## src/rtl/crc_frame_check_if.sv

```systemverilog
// crc_frame_check_if
//   Byte-stream and verdict signals of the receive-side CRC-8 frame checker.
//   master : byte source / verdict consumer (drives rx_en, rx_data)
//   slave  : crc_frame_check itself (drives everything else)
//   Signals:
//     rx_en, rx_data          one-cycle strobe + received byte
//     busy                    CRC engine shifting a byte
//     frame_done, resp_en     one-cycle pulse at frame end
//     frame_ok, status        verdict (status held until next frame_done)
//     crc_calc, resp_data     computed payload CRC, verdict byte
//     frame_cnt, err_cnt      saturating frame / error counters
interface crc_frame_check_if #(
  parameter int CNT_W = 16
);
  logic             rx_en;
  logic [7:0]       rx_data;
  logic             busy;
  logic             frame_done;
  logic             frame_ok;
  logic [1:0]       status;
  logic [7:0]       crc_calc;
  logic [7:0]       resp_data;
  logic             resp_en;
  logic [CNT_W-1:0] frame_cnt;
  logic [CNT_W-1:0] err_cnt;

  modport master (
    output rx_en, rx_data,
    input  busy, frame_done, frame_ok, status, crc_calc,
           resp_data, resp_en, frame_cnt, err_cnt
  );

  modport slave (
    input  rx_en, rx_data,
    output busy, frame_done, frame_ok, status, crc_calc,
           resp_data, resp_en, frame_cnt, err_cnt
  );
endinterface

```

## src/rtl/crc_frame_check.sv

```systemverilog
// crc_frame_check
//   Receive-side CRC-8 verifier for UART byte frames [LEN][payload x LEN][CRC].
//   CRC-8 poly 0x07, init 0x00, MSB-first, no reflection, no final xor,
//   computed bit-serially over the payload only and compared with the
//   trailing CRC byte. One verdict pulse per frame, one cycle after the
//   byte that ends it (CRC byte or bad LEN byte), plus a verdict byte
//   (0xA5 ok / 0x5A error) strobed for a UART transmitter.
//   Ports:
//     clk    system clock
//     rst_n  asynchronous active-low reset
//     bus    crc_frame_check_if.slave (byte input, verdict outputs, counters)
//   Status codes: 00 ok, 01 crc mismatch, 10 bad length, 11 timeout/overrun.
module crc_frame_check #(
  parameter int MAX_LEN     = 64,
  parameter int TIMEOUT_CYC = 500000,
  parameter int CNT_W       = 16
) (
  input  logic                clk,
  input  logic                rst_n,
  crc_frame_check_if.slave    bus
);

  localparam int         TW       = $clog2(TIMEOUT_CYC + 1);
  localparam logic [7:0] MAX_LEN8 = 8'(MAX_LEN);
  localparam logic [7:0] RESP_OK  = 8'hA5;
  localparam logic [7:0] RESP_ERR = 8'h5A;

  localparam logic [1:0] ST_OK      = 2'b00;
  localparam logic [1:0] ST_CRC_ERR = 2'b01;
  localparam logic [1:0] ST_BAD_LEN = 2'b10;
  localparam logic [1:0] ST_ABORT   = 2'b11;

  typedef enum logic [2:0] {
    S_IDLE,
    S_DATA,
    S_SHIFT,
    S_CRCB,
    S_REPORT
  } state_t;

  state_t           state, state_nx;
  logic [7:0]       crc, crc_nx;
  logic [7:0]       sh, sh_nx;
  logic [7:0]       rem, rem_nx;
  logic [2:0]       bit_cnt, bit_cnt_nx;
  logic [TW-1:0]    tmo, tmo_nx;

  logic             fb;
  logic [7:0]       crc_step;
  logic             tmo_active;
  logic             tmo_hit;

  logic             rep_go;
  logic [1:0]       rep_status;
  logic [7:0]       rep_crc;

  logic             frame_ok_q;
  logic [1:0]       status_q;
  logic [7:0]       crc_calc_q;
  logic [7:0]       resp_data_q;
  logic [CNT_W-1:0] frame_cnt_q;
  logic [CNT_W-1:0] err_cnt_q;

  // One serial CRC step, MSB of the data byte first.
  always_comb begin
    fb       = crc[7] ^ sh[7];
    crc_step = {crc[6:0], 1'b0} ^ (fb ? 8'h07 : 8'h00);
  end

  // Inter-byte timeout only runs while a frame is open; any strobe restarts it.
  // tmo_hit fires on the cycle that would make the idle count reach TIMEOUT_CYC.
  always_comb begin
    tmo_active = (state == S_DATA) || (state == S_SHIFT) || (state == S_CRCB);
    tmo_hit    = tmo_active && !bus.rx_en && (tmo == TW'(TIMEOUT_CYC - 1));
    if (!tmo_active || bus.rx_en) begin
      tmo_nx = '0;
    end else begin
      tmo_nx = tmo + 1'b1;
    end
  end

  always_comb begin
    state_nx   = state;
    crc_nx     = crc;
    sh_nx      = sh;
    rem_nx     = rem;
    bit_cnt_nx = bit_cnt;
    rep_go     = 1'b0;
    rep_status = ST_OK;
    rep_crc    = crc;

    case (state)
      S_IDLE: begin
        if (bus.rx_en) begin
          if ((bus.rx_data == 8'h00) || (bus.rx_data > MAX_LEN8)) begin
            rep_go     = 1'b1;
            rep_status = ST_BAD_LEN;
            rep_crc    = 8'h00;
          end else begin
            crc_nx   = 8'h00;
            rem_nx   = bus.rx_data;
            state_nx = S_DATA;
          end
        end
      end

      S_DATA: begin
        if (bus.rx_en) begin
          sh_nx      = bus.rx_data;
          bit_cnt_nx = 3'd0;
          state_nx   = S_SHIFT;
        end else if (tmo_hit) begin
          rep_go     = 1'b1;
          rep_status = ST_ABORT;
        end
      end

      S_SHIFT: begin
        // A new byte while still shifting means the source outran the engine;
        // the frame is abandoned with whatever CRC has accumulated so far.
        if (bus.rx_en || tmo_hit) begin
          rep_go     = 1'b1;
          rep_status = ST_ABORT;
        end else begin
          crc_nx     = crc_step;
          sh_nx      = {sh[6:0], 1'b0};
          bit_cnt_nx = bit_cnt + 3'd1;
          if (bit_cnt == 3'd7) begin
            rem_nx   = rem - 8'd1;
            state_nx = (rem == 8'd1) ? S_CRCB : S_DATA;
          end
        end
      end

      S_CRCB: begin
        if (bus.rx_en) begin
          rep_go     = 1'b1;
          rep_status = (bus.rx_data == crc) ? ST_OK : ST_CRC_ERR;
        end else if (tmo_hit) begin
          rep_go     = 1'b1;
          rep_status = ST_ABORT;
        end
      end

      S_REPORT: begin
        // Any strobe here is dropped; the line is idle again next cycle.
        state_nx = S_IDLE;
      end

      default: begin
        state_nx = S_IDLE;
      end
    endcase

    if (rep_go) begin
      state_nx = S_REPORT;
    end
  end

  always_ff @(posedge clk or negedge rst_n) begin
    if (!rst_n) begin
      state   <= S_IDLE;
      crc     <= '0;
      sh      <= '0;
      rem     <= '0;
      bit_cnt <= '0;
      tmo     <= '0;
    end else begin
      state   <= state_nx;
      crc     <= crc_nx;
      sh      <= sh_nx;
      rem     <= rem_nx;
      bit_cnt <= bit_cnt_nx;
      tmo     <= tmo_nx;
    end
  end

  // Verdict registers load on the edge entering REPORT, so they are already
  // valid during the frame_done cycle and then hold until the next frame.
  always_ff @(posedge clk or negedge rst_n) begin
    if (!rst_n) begin
      frame_ok_q  <= 1'b0;
      status_q    <= '0;
      crc_calc_q  <= '0;
      resp_data_q <= '0;
      frame_cnt_q <= '0;
      err_cnt_q   <= '0;
    end else if (rep_go) begin
      frame_ok_q  <= (rep_status == ST_OK);
      status_q    <= rep_status;
      crc_calc_q  <= rep_crc;
      resp_data_q <= (rep_status == ST_OK) ? RESP_OK : RESP_ERR;
      if (frame_cnt_q != '1) begin
        frame_cnt_q <= frame_cnt_q + 1'b1;
      end
      if ((rep_status != ST_OK) && (err_cnt_q != '1)) begin
        err_cnt_q <= err_cnt_q + 1'b1;
      end
    end
  end

  always_comb begin
    bus.busy       = (state == S_SHIFT);
    bus.frame_done = (state == S_REPORT);
    bus.resp_en    = (state == S_REPORT);
    bus.frame_ok   = frame_ok_q;
    bus.status     = status_q;
    bus.crc_calc   = crc_calc_q;
    bus.resp_data  = resp_data_q;
    bus.frame_cnt  = frame_cnt_q;
    bus.err_cnt    = err_cnt_q;
  end

endmodule
```

## src/flat_wrapper.sv

```systemverilog
// flat-port wrapper written by rule: the top's interface ports become plain ports
module crc_frame_check_flat 
#(
  parameter int MAX_LEN     = 64,
  parameter int TIMEOUT_CYC = 500000,
  parameter int CNT_W       = 16
)
  (clk, rst_n, bus_rx_en, bus_rx_data, bus_busy, bus_frame_done, bus_frame_ok, bus_status, bus_crc_calc, bus_resp_data, bus_resp_en, bus_frame_cnt, bus_err_cnt);
  crc_frame_check_if #(.CNT_W(CNT_W)) bus_i ();
  input  logic clk;
  input  logic rst_n;
  input wire logic [$bits(bus_i.rx_en)-1:0] bus_rx_en;
  input wire logic [$bits(bus_i.rx_data)-1:0] bus_rx_data;
  output wire logic [$bits(bus_i.busy)-1:0] bus_busy;
  output wire logic [$bits(bus_i.frame_done)-1:0] bus_frame_done;
  output wire logic [$bits(bus_i.frame_ok)-1:0] bus_frame_ok;
  output wire logic [$bits(bus_i.status)-1:0] bus_status;
  output wire logic [$bits(bus_i.crc_calc)-1:0] bus_crc_calc;
  output wire logic [$bits(bus_i.resp_data)-1:0] bus_resp_data;
  output wire logic [$bits(bus_i.resp_en)-1:0] bus_resp_en;
  output wire logic [$bits(bus_i.frame_cnt)-1:0] bus_frame_cnt;
  output wire logic [$bits(bus_i.err_cnt)-1:0] bus_err_cnt;
  assign bus_i.rx_en = bus_rx_en;
  assign bus_i.rx_data = bus_rx_data;
  assign bus_busy = bus_i.busy;
  assign bus_frame_done = bus_i.frame_done;
  assign bus_frame_ok = bus_i.frame_ok;
  assign bus_status = bus_i.status;
  assign bus_crc_calc = bus_i.crc_calc;
  assign bus_resp_data = bus_i.resp_data;
  assign bus_resp_en = bus_i.resp_en;
  assign bus_frame_cnt = bus_i.frame_cnt;
  assign bus_err_cnt = bus_i.err_cnt;
  crc_frame_check #(.MAX_LEN(MAX_LEN), .TIMEOUT_CYC(TIMEOUT_CYC), .CNT_W(CNT_W)) u_core (.clk(clk), .rst_n(rst_n), .bus(bus_i));
endmodule
```

## config.mk

```make
export PLATFORM = sky130hd
export DESIGN_NAME = crc_frame_check_flat
export DESIGN_NICKNAME = d
export VERILOG_FILES = /design/src/rtl/crc_frame_check_if.sv /design/src/rtl/crc_frame_check.sv /design/src/flat_wrapper.sv
export SDC_FILE = /design/constraint.sdc
export NUM_CORES = 1
export LEC_CHECK = 0
export ABC_CLOCK_PERIOD_IN_PS = 6300
export BUFFER_PORTS_ARGS = -buffer_cell sky130_fd_sc_hd__buf_2
export CORE_MARGIN = 2
export CORE_UTILIZATION = 45
export DETAILED_ROUTE_END_ITERATION = 12
export HOLD_SLACK_MARGIN = 0.05
export PLACE_DENSITY = 0.69
export SLEW_MARGIN = 20
export SYNTH_ARGS = -nofsm -noshare
export SYNTH_HDL_FRONTEND = slang
export SYNTH_SLANG_ARGS = --single-unit
```

## constraint.sdc

```tcl
create_clock -name clk -period 6.3 [get_ports clk]
set_input_delay 0.63 -clock clk [delete_from_list [all_inputs] [get_ports clk]]
set_output_delay 0.63 -clock clk [all_outputs]
set_load 0.005 [all_outputs]
```

==> results_tabular.tex, run 1 <==
\begin{tabular}{lr}
\hline
Metric & Value \\
\hline
\multicolumn{2}{l}{\textbf{Status}} \\
\quad Status & finished clean \\
\multicolumn{2}{l}{\textbf{Cells and area}} \\
\quad Total Nets Final & 572 \\
\quad Area of all placed cells without fillers & 5350 µm² \\
\quad Share of layout cells above drive strength 1 & 17.9\% \\
\quad Seq. cell area & 2330 µm² \\
\quad Number of fillers in the final layout & 949 \\
\quad Post-layout instance count excluding filler cells & 695 \\
\quad Antenna cells & 0 \\
\quad Total area of multi-input combinational cells & 2240 µm² \\
\quad Area added between synthesis and finish & 11.7\% \\
\multicolumn{2}{l}{\textbf{Logic synthesis}} \\
\quad Synth warnings & 0 \\
\quad Fraction of the yosys area taken by sequential cells & 48.6\% \\
\quad Count of flip-flops with a built-in enable after synthesis & 0 \\
\quad Number of standard cells after synthesis & 503 \\
\quad Share of flip-flops with an asynchronous set or reset after synthesis & 100\% \\
\quad Primary FF master, synth & dfrtp\_1 \\
\quad Post-Synthesis Net Count & 521 \\
\quad Adder and majority cell fraction of the synthesized area & 1.83\% \\
\quad Netlist Area Pre-Place & 4790 µm² \\
\quad Multiplexer share of the synthesized area & 1.85\% \\
\quad Synthesis-stage register bit count & 93 \\
\quad Share of the synthesized area in compound gates (AO/OA/AOI/OAI) & 9.30\% \\
\quad Main combinational cell family by area after synthesis & simple AND/OR/NAND/NOR gates \\
\quad Number of distinct standard cells referenced by the synthesized netlist & 59 \\
\quad Syn avg cell area & 9.52 µm² \\
\quad Post-Synth XOR/XNOR Area & 9.51\% \\
\quad Simple-gate share of the synthesized area & 24.3\% \\
\multicolumn{2}{l}{\textbf{Detailed routing}} \\
\quad Initial DRT Pass Iterations & 4 \\
\quad Total Wirelength & 9690 µm \\
\quad DRC violation count after routing & 0 \\
\quad Routed via count divided by cell count & 5.39 \\
\quad Violation count after the first detailed-route iteration & 169 \\
\quad Post-route ant nets & 0 \\
\quad Average routed wire per standard cell & 13.9 µm \\
\quad Vias post-DR & 3748 \\
\multicolumn{2}{l}{\textbf{Timing}} \\
\quad Share of the clock period used by the worst path after layout & 52.3\% \\
\quad Final Worst Setup Slack & 3010 ps \\
\quad Sum Neg Setup Slack & 0 ps \\
\quad Min Clock Period, post-route & 3290 ps \\
\quad Total count of max-transition violations in the final report & 0 \\
\quad Setup repair after global routing missed its margin & false \\
\quad Clock Skews & 14.3 ps \\
\quad Count of endpoints failing setup in the final report & 0 \\
\quad Maximum frequency from static timing analysis & 304 MHz \\
\quad Remaining max-slew budget at the tightest pin & 38.5\% \\
\quad Measured slew at the worst slew-check pin & 917 ps \\
\quad Number of failing hold endpoints at the final stage & 0 \\
\multicolumn{2}{l}{\textbf{Global routing}} \\
\quad GR Util All Layers & 17.7\% \\
\quad First-pass GRT wire length & 16500 µm \\
\quad Vias in the first global route & 3463 \\
\quad Antenna violations before repair & 0 \\
\quad Pin count of the biggest net entering global routing & 51 \\
\quad Congestion Overflow GR & 0 \\
\multicolumn{2}{l}{\textbf{Clock network}} \\
\quad Root buf cell & clkbuf\_8 \\
\quad Sink Count & 93 \\
\quad Post-cts repair resize count & 0 \\
\quad H-tree level count & 3 \\
\quad CTS tree & yes \\
\quad Clock transition at path regs & 100 ps \\
\quad Cts bufs inserted & 9 \\
\quad Post-CTS setup buffers & 0 \\
\quad Clk Latency, worst-skew pair & 350 ps \\
\quad Hold Buf Count CTS & 0 \\
\quad Maximum clock path buffer count & 2 \\
\multicolumn{2}{l}{\textbf{Power and ir drop}} \\
\quad Standby leakage power & 2.48 nW \\
\quad Worst vdd ir & 0.000167 V \\
\quad Power Density & 302 nW/µm² \\
\multicolumn{2}{l}{\textbf{Critical path}} \\
\quad Data arrival time of the critical path & 3540 ps \\
\quad Reg2reg setup slack & 3330 ps \\
\quad Levels on crit path & 7 \\
\quad Worst Path Max Fanout & 17 \\
\quad Category of the critical setup timing path & in -> reg \\
\quad Sequence of cells on the critical path & buf\_2 -> nor4\_1 -> mux2\_2 -> or3\_1 -> and4b\_1 -> nor4b\_1 -> mux2\_1 \\
\quad Cell family contributing the most delay on the critical path & simple AND/OR/NAND/NOR gates \\
\quad Reg2reg path depth & 6 \\
\quad Sum of buffers and inverters on the critical path & 1 \\
\quad Setup crit end kind & flop \\
\quad Largest incremental delay on the critical path & 540 ps \\
\quad Cell type of the slowest stage on the worst timing path & nor4\_1 \\
\quad Worst Setup Start Kind & input port \\
\quad Critical path required time & 6540 ps \\
\multicolumn{2}{l}{\textbf{Floorplan}} \\
\quad Area enclosed by the die boundary & 11500 µm² \\
\quad Effective utilization at floorplan & 46.4\% \\
\quad Die Y-Extent & 107 µm \\
\quad Cell Rows & 37 \\
\quad Chip Width & 107 µm \\
\quad Ports placed on the boundary & 65 \\
\quad Core Area & 10300 µm² \\
\multicolumn{2}{l}{\textbf{Placed design}} \\
\quad IO buf count & 64 \\
\quad Worst setup slack before clock tree synthesis & 2600 ps \\
\quad Number of cells after detailed placement & 679 \\
\quad Total cell area at the placement stage & 5150 µm² \\
\quad Post-detailed-placement half-perimeter wirelength & 6940 µm \\
\quad Final weighted congestion in routability-driven placement & 0.845 \\
\multicolumn{2}{l}{\textbf{Min path}} \\
\quad Hold/Removal Path Class & in -> async \\
\multicolumn{2}{l}{\textbf{Run}} \\
\quad Number of maximum-capacitance constraint violations & 0 \\
\hline
\end{tabular}
[layer usage]
metal,GRT usage (%),share of wire (%)
met1,25.3,47
met3,3.10,5.2
met2,27.4,47
met5,0,0
met4,5.29,0.75
[worst register-to-register path, cell delays in order (launching register included)]
cell and delay (ps):
dfrtp_1 570, nor2_1 280, nand3_1 140, or3_1 570
and4b_1 520, nor4b_1 420, mux2_1 360
[logic make-up (layout without fill, tap and decap cells)]
logic type	count (synthesis)	in the layout
AO/OA/AOI/OAI	73	73
XOR/XNOR	52	52
multiplexers	8	8
AND/OR/NAND/NOR	225	225
buffers and inverters	45	101
flip-flops	93	93
adder cells (fa/ha/maj)	7	7
[power breakdown]
group          leakage [nW]  internal, W  switching, W
Sequential             1.23     0.000705      0.000109
Clock                 0.104     0.000186      0.000212
Combinational          1.14     0.000175      0.000228
Total                  2.48      0.00106      0.000549
[synthesized netlist by cell type, drive strengths merged (4+ instances only)]
cell type | count | area share (%)
xnor2 | 20 | 3.7
nor2 | 44 | 3.4
nand3 | 20 | 2.1
and2 | 4 | 0.52
inv | 17 | 1.3
mux2 | 7 | 1.6
a21oi | 10 | 1.0
a31oi | 9 | 1.2
nand4 | 7 | 0.91
nand2 | 82 | 6.4
and3 | 8 | 1.0
dfrtp | 93 | 49
nor3 | 21 | 2.3
o21ai | 33 | 3.4
buf | 12 | 2.0
clkbuf | 15 | 1.2
xor2 | 32 | 5.9
ha | 7 | 1.8
nor4 | 14 | 3.0
nor4b | 6 | 1.4
[stage by stage]
stage / util [%] / hold slack [ps] / power, W
floorplan: - / 334 / 0.00111
global placement: 49.9 / 447 / 0.00122
detailed placement: 49.9 / 459 / 0.00123
CTS: 51.8 / 265 / 0.00163
global route: 51.8 / 277 / 0.00173
finish: 51.8 / 245 / 0.00161
[final timing paths]
kind | start | to
worst max-delay path | bus_rx_data[0] | u_core.bus.err_cnt[12]
worst min-delay path | rst_n | u_core.bus.err_cnt[14]
worst max register to register | u_core.state[1] | u_core.bus.err_cnt[12]
worst min register to register | u_core.tmo[0] | u_core.tmo[0]
max in group asynchronous | rst_n | u_core.rem[6]
min in group clk | u_core.tmo[0] | u_core.tmo[0]
[layout make-up]
class	count	share of cell area (%)
clock buffers	9	2.31
clock inverters	7	1.40
inverters	18	1.26
multi-input cells	365	41.9
flip-flops and latches	93	43.5
well taps	136	3.18
repair buffers	67	6.45
[layout by cell type (no fill, tap or decap), types with 10 or more instances in the layout]
master,count
dfrtp_1,93
nor3_1,20
xor2_1,32
xnor2_1,20
buf_2,63
inv_1,16
nor2_1,44
o21ai_0,28
nand2_1,82
nand3_1,20
a21oi_1,10
[sequential cells by signal, summed over array words and instances, names as in the netlist, 3 cells and up]
register              cells
u_core.sh                 8
u_core.state              3
u_core.bus.crc_calc       8
u_core.bit_cnt            3
u_core.bus.frame_cnt     16
u_core.rem                8
u_core.crc                8
u_core.tmo               19
u_core.bus.err_cnt       16
(Power assumes the default switching activity.)
==> run 2, diff against run 1 <==
--- a/config.mk
+++ b/config.mk
@@ -5,13 +5,14 @@
 export SDC_FILE = /design/constraint.sdc
 export NUM_CORES = 1
 export LEC_CHECK = 0
-export ABC_CLOCK_PERIOD_IN_PS = 6300
+export ABC_AREA = 1
+export ABC_CLOCK_PERIOD_IN_PS = 2740
 export BUFFER_PORTS_ARGS = -buffer_cell sky130_fd_sc_hd__buf_2
 export CORE_MARGIN = 2
 export CORE_UTILIZATION = 45
 export DETAILED_ROUTE_END_ITERATION = 12
 export HOLD_SLACK_MARGIN = 0.05
-export PLACE_DENSITY = 0.69
+export PLACE_DENSITY = 0.71
 export SLEW_MARGIN = 20
 export SYNTH_ARGS = -nofsm -noshare
 export SYNTH_HDL_FRONTEND = slang
==> constraint.sdc (replaced) <==
create_clock -name clk -period 2.74 [get_ports clk]
set_input_delay 0.274 -clock clk [delete_from_list [all_inputs] [get_ports clk]]
set_output_delay 0.274 -clock clk [all_outputs]
set_load 0.005 [all_outputs]
==> run 2 against run 1 <==
Effect of this change:
- largest cell class is now multi-input combinational cells
- combinational power grew to 4.1 times the previous value
- global-route usage up 2.3 points
- die area rose by 10%
- critical path type is now reg -> reg
- sequential share of layout area shrank 4.7 points
- wire length increased by 22%
- register-to-register slack worse by 2900 ps
==> results_tabular.tex, run 2 <==
\begin{tabular}{lr}
\hline
Metric & Value \\
\hline
\multicolumn{2}{l}{\textbf{Global routing}} \\
\quad Congestion Overflow GR & 0 \\
\quad Vias in the first global route & 4527 \\
\quad Pin count of the biggest net entering global routing & 94 \\
\quad GR Util All Layers & 20.0\% \\
\quad Antenna violations before repair & 0 \\
\quad First-pass GRT wire length & 20600 µm \\
\multicolumn{2}{l}{\textbf{Timing}} \\
\quad Share of the clock period used by the worst path after layout & 85.1\% \\
\quad Clock Skews & 11.1 ps \\
\quad Sum Neg Setup Slack & 0 ps \\
\quad Number of failing hold endpoints at the final stage & 0 \\
\quad Setup repair after global routing missed its margin & false \\
\quad Count of endpoints failing setup in the final report & 0 \\
\quad Total count of max-transition violations in the final report & 0 \\
\quad Final Worst Setup Slack & 407 ps \\
\quad Min Clock Period, post-route & 2330 ps \\
\quad Measured slew at the worst slew-check pin & 601 ps \\
\quad Maximum frequency from static timing analysis & 429 MHz \\
\quad Remaining max-slew budget at the tightest pin & 59.8\% \\
\multicolumn{2}{l}{\textbf{Critical path}} \\
\quad Sequence of cells on the critical path & ha\_1 -> nand2\_1 -> nor3\_2 -> nand2\_1 -> nor3\_1 -> nand2\_1 -> nand2\_2 -> nor2\_1 -> nand2\_1 -> nand2\_1 \\
\quad Most repeated library cell on the critical path & nand2\_1 \\
\quad Worst Setup Start Kind & flop \\
\quad Largest incremental delay on the critical path & 450 ps \\
\quad Category of the critical setup timing path & reg -> reg \\
\quad Data arrival time of the critical path & 2570 ps \\
\quad Worst Path Max Fanout & 15 \\
\quad Setup crit end kind & flop \\
\quad Cell type of the slowest stage on the worst timing path & dfrtp\_1 \\
\quad Critical path required time & 2980 ps \\
\multicolumn{2}{l}{\textbf{Logic synthesis}} \\
\quad Number of distinct standard cells referenced by the synthesized netlist & 35 \\
\quad Count of flip-flops with a built-in enable after synthesis & 0 \\
\quad Post-Synthesis Net Count & 716 \\
\quad Fraction of the yosys area taken by sequential cells & 43.9\% \\
\quad Synthesis-stage register bit count & 93 \\
\quad Share of flip-flops with an asynchronous set or reset after synthesis & 100\% \\
\quad Share of the synthesized area in the top cell type & 43.9\% \\
\quad Syn avg cell area & 7.59 µm² \\
\quad Primary FF master, synth & dfrtp\_1 \\
\quad Library cell occupying the most area in the post-synthesis netlist & dfrtp\_1 \\
\quad Number of standard cells after synthesis & 698 \\
\quad Top cells by count, synth & nand2\_1, dfrtp\_1, inv\_1, nand3\_1, nor2\_1 \\
\quad Netlist Area Pre-Place & 5300 µm² \\
\quad Most common cell in the synthesized netlist & nand2\_1 \\
\quad Synth area leaders & dfrtp\_1, nand2\_1, nand3\_1, inv\_1, nor2\_1 \\
\quad Synth warnings & 0 \\
\multicolumn{2}{l}{\textbf{Cells and area}} \\
\quad Commonest non-fill, non-tap cells in the layout & nand2\_1, dfrtp\_1, inv\_1, nand3\_1, nor2\_1 \\
\quad Most common cell after layout, fill and taps aside & nand2\_1 \\
\quad Register with the most flip-flops & u\_core.tmo \\
\quad Share of layout cells above drive strength 1 & 14.9\% \\
\quad Total Nets Final & 771 \\
\quad Antenna cells & 0 \\
\quad Area added between synthesis and finish & 13.4\% \\
\quad Flip-flop count of the largest register after layout & 19 \\
\quad Area of all placed cells without fillers & 6000 µm² \\
\quad Number of fillers in the final layout & 1080 \\
\quad Core occupancy in the finished layout & 52.4\% \\
\multicolumn{2}{l}{\textbf{Floorplan}} \\
\quad Chip Width & 112 µm \\
\quad Area enclosed by the die boundary & 12700 µm² \\
\quad Cell Rows & 39 \\
\quad Die Y-Extent & 112 µm \\
\quad Core Area & 11500 µm² \\
\quad Ports placed on the boundary & 65 \\
\quad Effective utilization at floorplan & 46.2\% \\
\multicolumn{2}{l}{\textbf{Clock network}} \\
\quad CTS tree & yes \\
\quad Maximum clock path buffer count & 2 \\
\quad Clock transition at path regs & 70 ps \\
\quad Sink Count & 93 \\
\quad H-tree level count & 3 \\
\quad Root buf cell & clkbuf\_16 \\
\quad Cts bufs inserted & 9 \\
\quad Clk Latency, worst-skew pair & 360 ps \\
\multicolumn{2}{l}{\textbf{Power and ir drop}} \\
\quad Standby leakage power & 2.94 nW \\
\quad Power Density & 810 nW/µm² \\
\quad Relative contribution of sequential cells to total power & 39.3\% \\
\quad Proportion of power drawn by the clock network & 26.7\% \\
\quad Sw Ratio & 39.0\% \\
\quad Combinational share of power & 34.0\% \\
\quad Cell Int Power & 0.00297 W \\
\quad Worst vdd ir & 0.000399 V \\
\quad Total power of the final layout & 0.00486 W \\
\quad Sw Pwr & 0.00190 W \\
\multicolumn{2}{l}{\textbf{Placed design}} \\
\quad Post-detailed-placement half-perimeter wirelength & 8680 µm \\
\quad Final weighted congestion in routability-driven placement & 0.906 \\
\quad Total cell area at the placement stage & 5690 µm² \\
\quad IO buf count & 64 \\
\quad Worst setup slack before clock tree synthesis & 438 ps \\
\multicolumn{2}{l}{\textbf{Detailed routing}} \\
\quad Average routed wire per standard cell & 13.2 µm \\
\quad Total Wirelength & 11900 µm \\
\quad Initial DRT Pass Iterations & 4 \\
\quad Post-route ant nets & 0 \\
\quad DRC violation count after routing & 0 \\
\quad Vias post-DR & 4608 \\
\quad Routed via count divided by cell count & 5.11 \\
\quad Violation count after the first detailed-route iteration & 294 \\
\multicolumn{2}{l}{\textbf{Run}} \\
\quad Number of maximum-capacitance constraint violations & 0 \\
\multicolumn{2}{l}{\textbf{Min path}} \\
\quad Hold/Removal Path Class & in -> reg \\
\multicolumn{2}{l}{\textbf{Status}} \\
\quad Status & finished clean \\
\hline
\end{tabular}
-- run 2: timing repair --
action                    CTS  global route
setup buffers               0             0
hold buffers                1             0
hold endpoints to repair   93             0
resized for setup           0             0
-- run 2: final cells by class --
| class | instances | area, µm² | share of cell area [%] |
|---|---|---|---|
| Multi-Input combinational cell | 503 | 2530 | 42.1 |
| Sequential cell | 93 | 2330 | 38.8 |
| Clock inverter | 6 | 68.8 | 1.15 |
| Inverter | 78 | 293 | 4.88 |
| Clock buffer | 10 | 239 | 3.98 |
| Timing Repair Buffer | 68 | 368 | 6.13 |
| Tap cell | 143 | 179 | 2.98 |
-- run 2: logic make-up after synthesis --
kind of cell / count (synthesis) / synth area share, %
AO/OA/AOI/OAI: 68 / 7.09
XOR/XNOR: 33 / 5.46
adder cells (fa/ha/maj): 7 / 1.65
buffers and inverters: 102 / 8.29
flip-flops: 93 / 43.9
AND/OR/NAND/NOR: 395 / 33.6
-- run 2: layer usage --
metal / track usage, % / up-vias / wire length (µm)
met2: 33.0 / 72 / 5740
met3: 3.35 / 19 / 372
met4: 9.51 / 0 / 286
li1: - / 2349 / -
met5: 0 / - / 0
met1: 25.8 / 2168 / 5460
-- run 2: power by group through the flow --
stage / registers [W] / clock network (W) / logic, W
5_1_grt: 0.00196 / 0.00138 / 0.00190
4_1_cts: 0.00192 / 0.00133 / 0.00167
3_3_place_gp: 0.00192 / 0 / 0.00162
6_report: 0.00191 / 0.00130 / 0.00165
3_5_place_dp: 0.00194 / 0 / 0.00166
2_1_floorplan: 0.00189 / 0 / 0.00129
-- run 2: critical path: cells and delay by family (launching register included) --
kind	cells	cell delay, ps
simple gates	9	1530
flops	1	450
fa+ha+maj	1	220
-- run 2: worst paths after layout --
check	from	end	slack [ps]	cells past startpoint
setup / recovery	u_core.bus.frame_cnt[0]	u_core.bus.frame_cnt[4]	410	10
max in group asynchronous	rst_n	u_core.bus.err_cnt[11]	1850	3
setup reg to reg	u_core.bus.frame_cnt[0]	u_core.bus.frame_cnt[4]	410	10
min in group asynchronous	rst_n	u_core.tmo[7]	490	3
hold / removal	bus_rx_data[0]	u_core.sh[0]	230	3
hold reg to reg	u_core.tmo[0]	u_core.tmo[0]	470	1
-- run 2: metrics by stage --
| stage | hold slack (ps) | std cells |
|---|---|---|
| after global placement | 366 | 884 |
| after global routing | 243 | 901 |
| after detailed placement | 370 | 884 |
| after floorplan | -21.6 | 698 |
| after CTS | 224 | 901 |
| final | 229 | 901 |
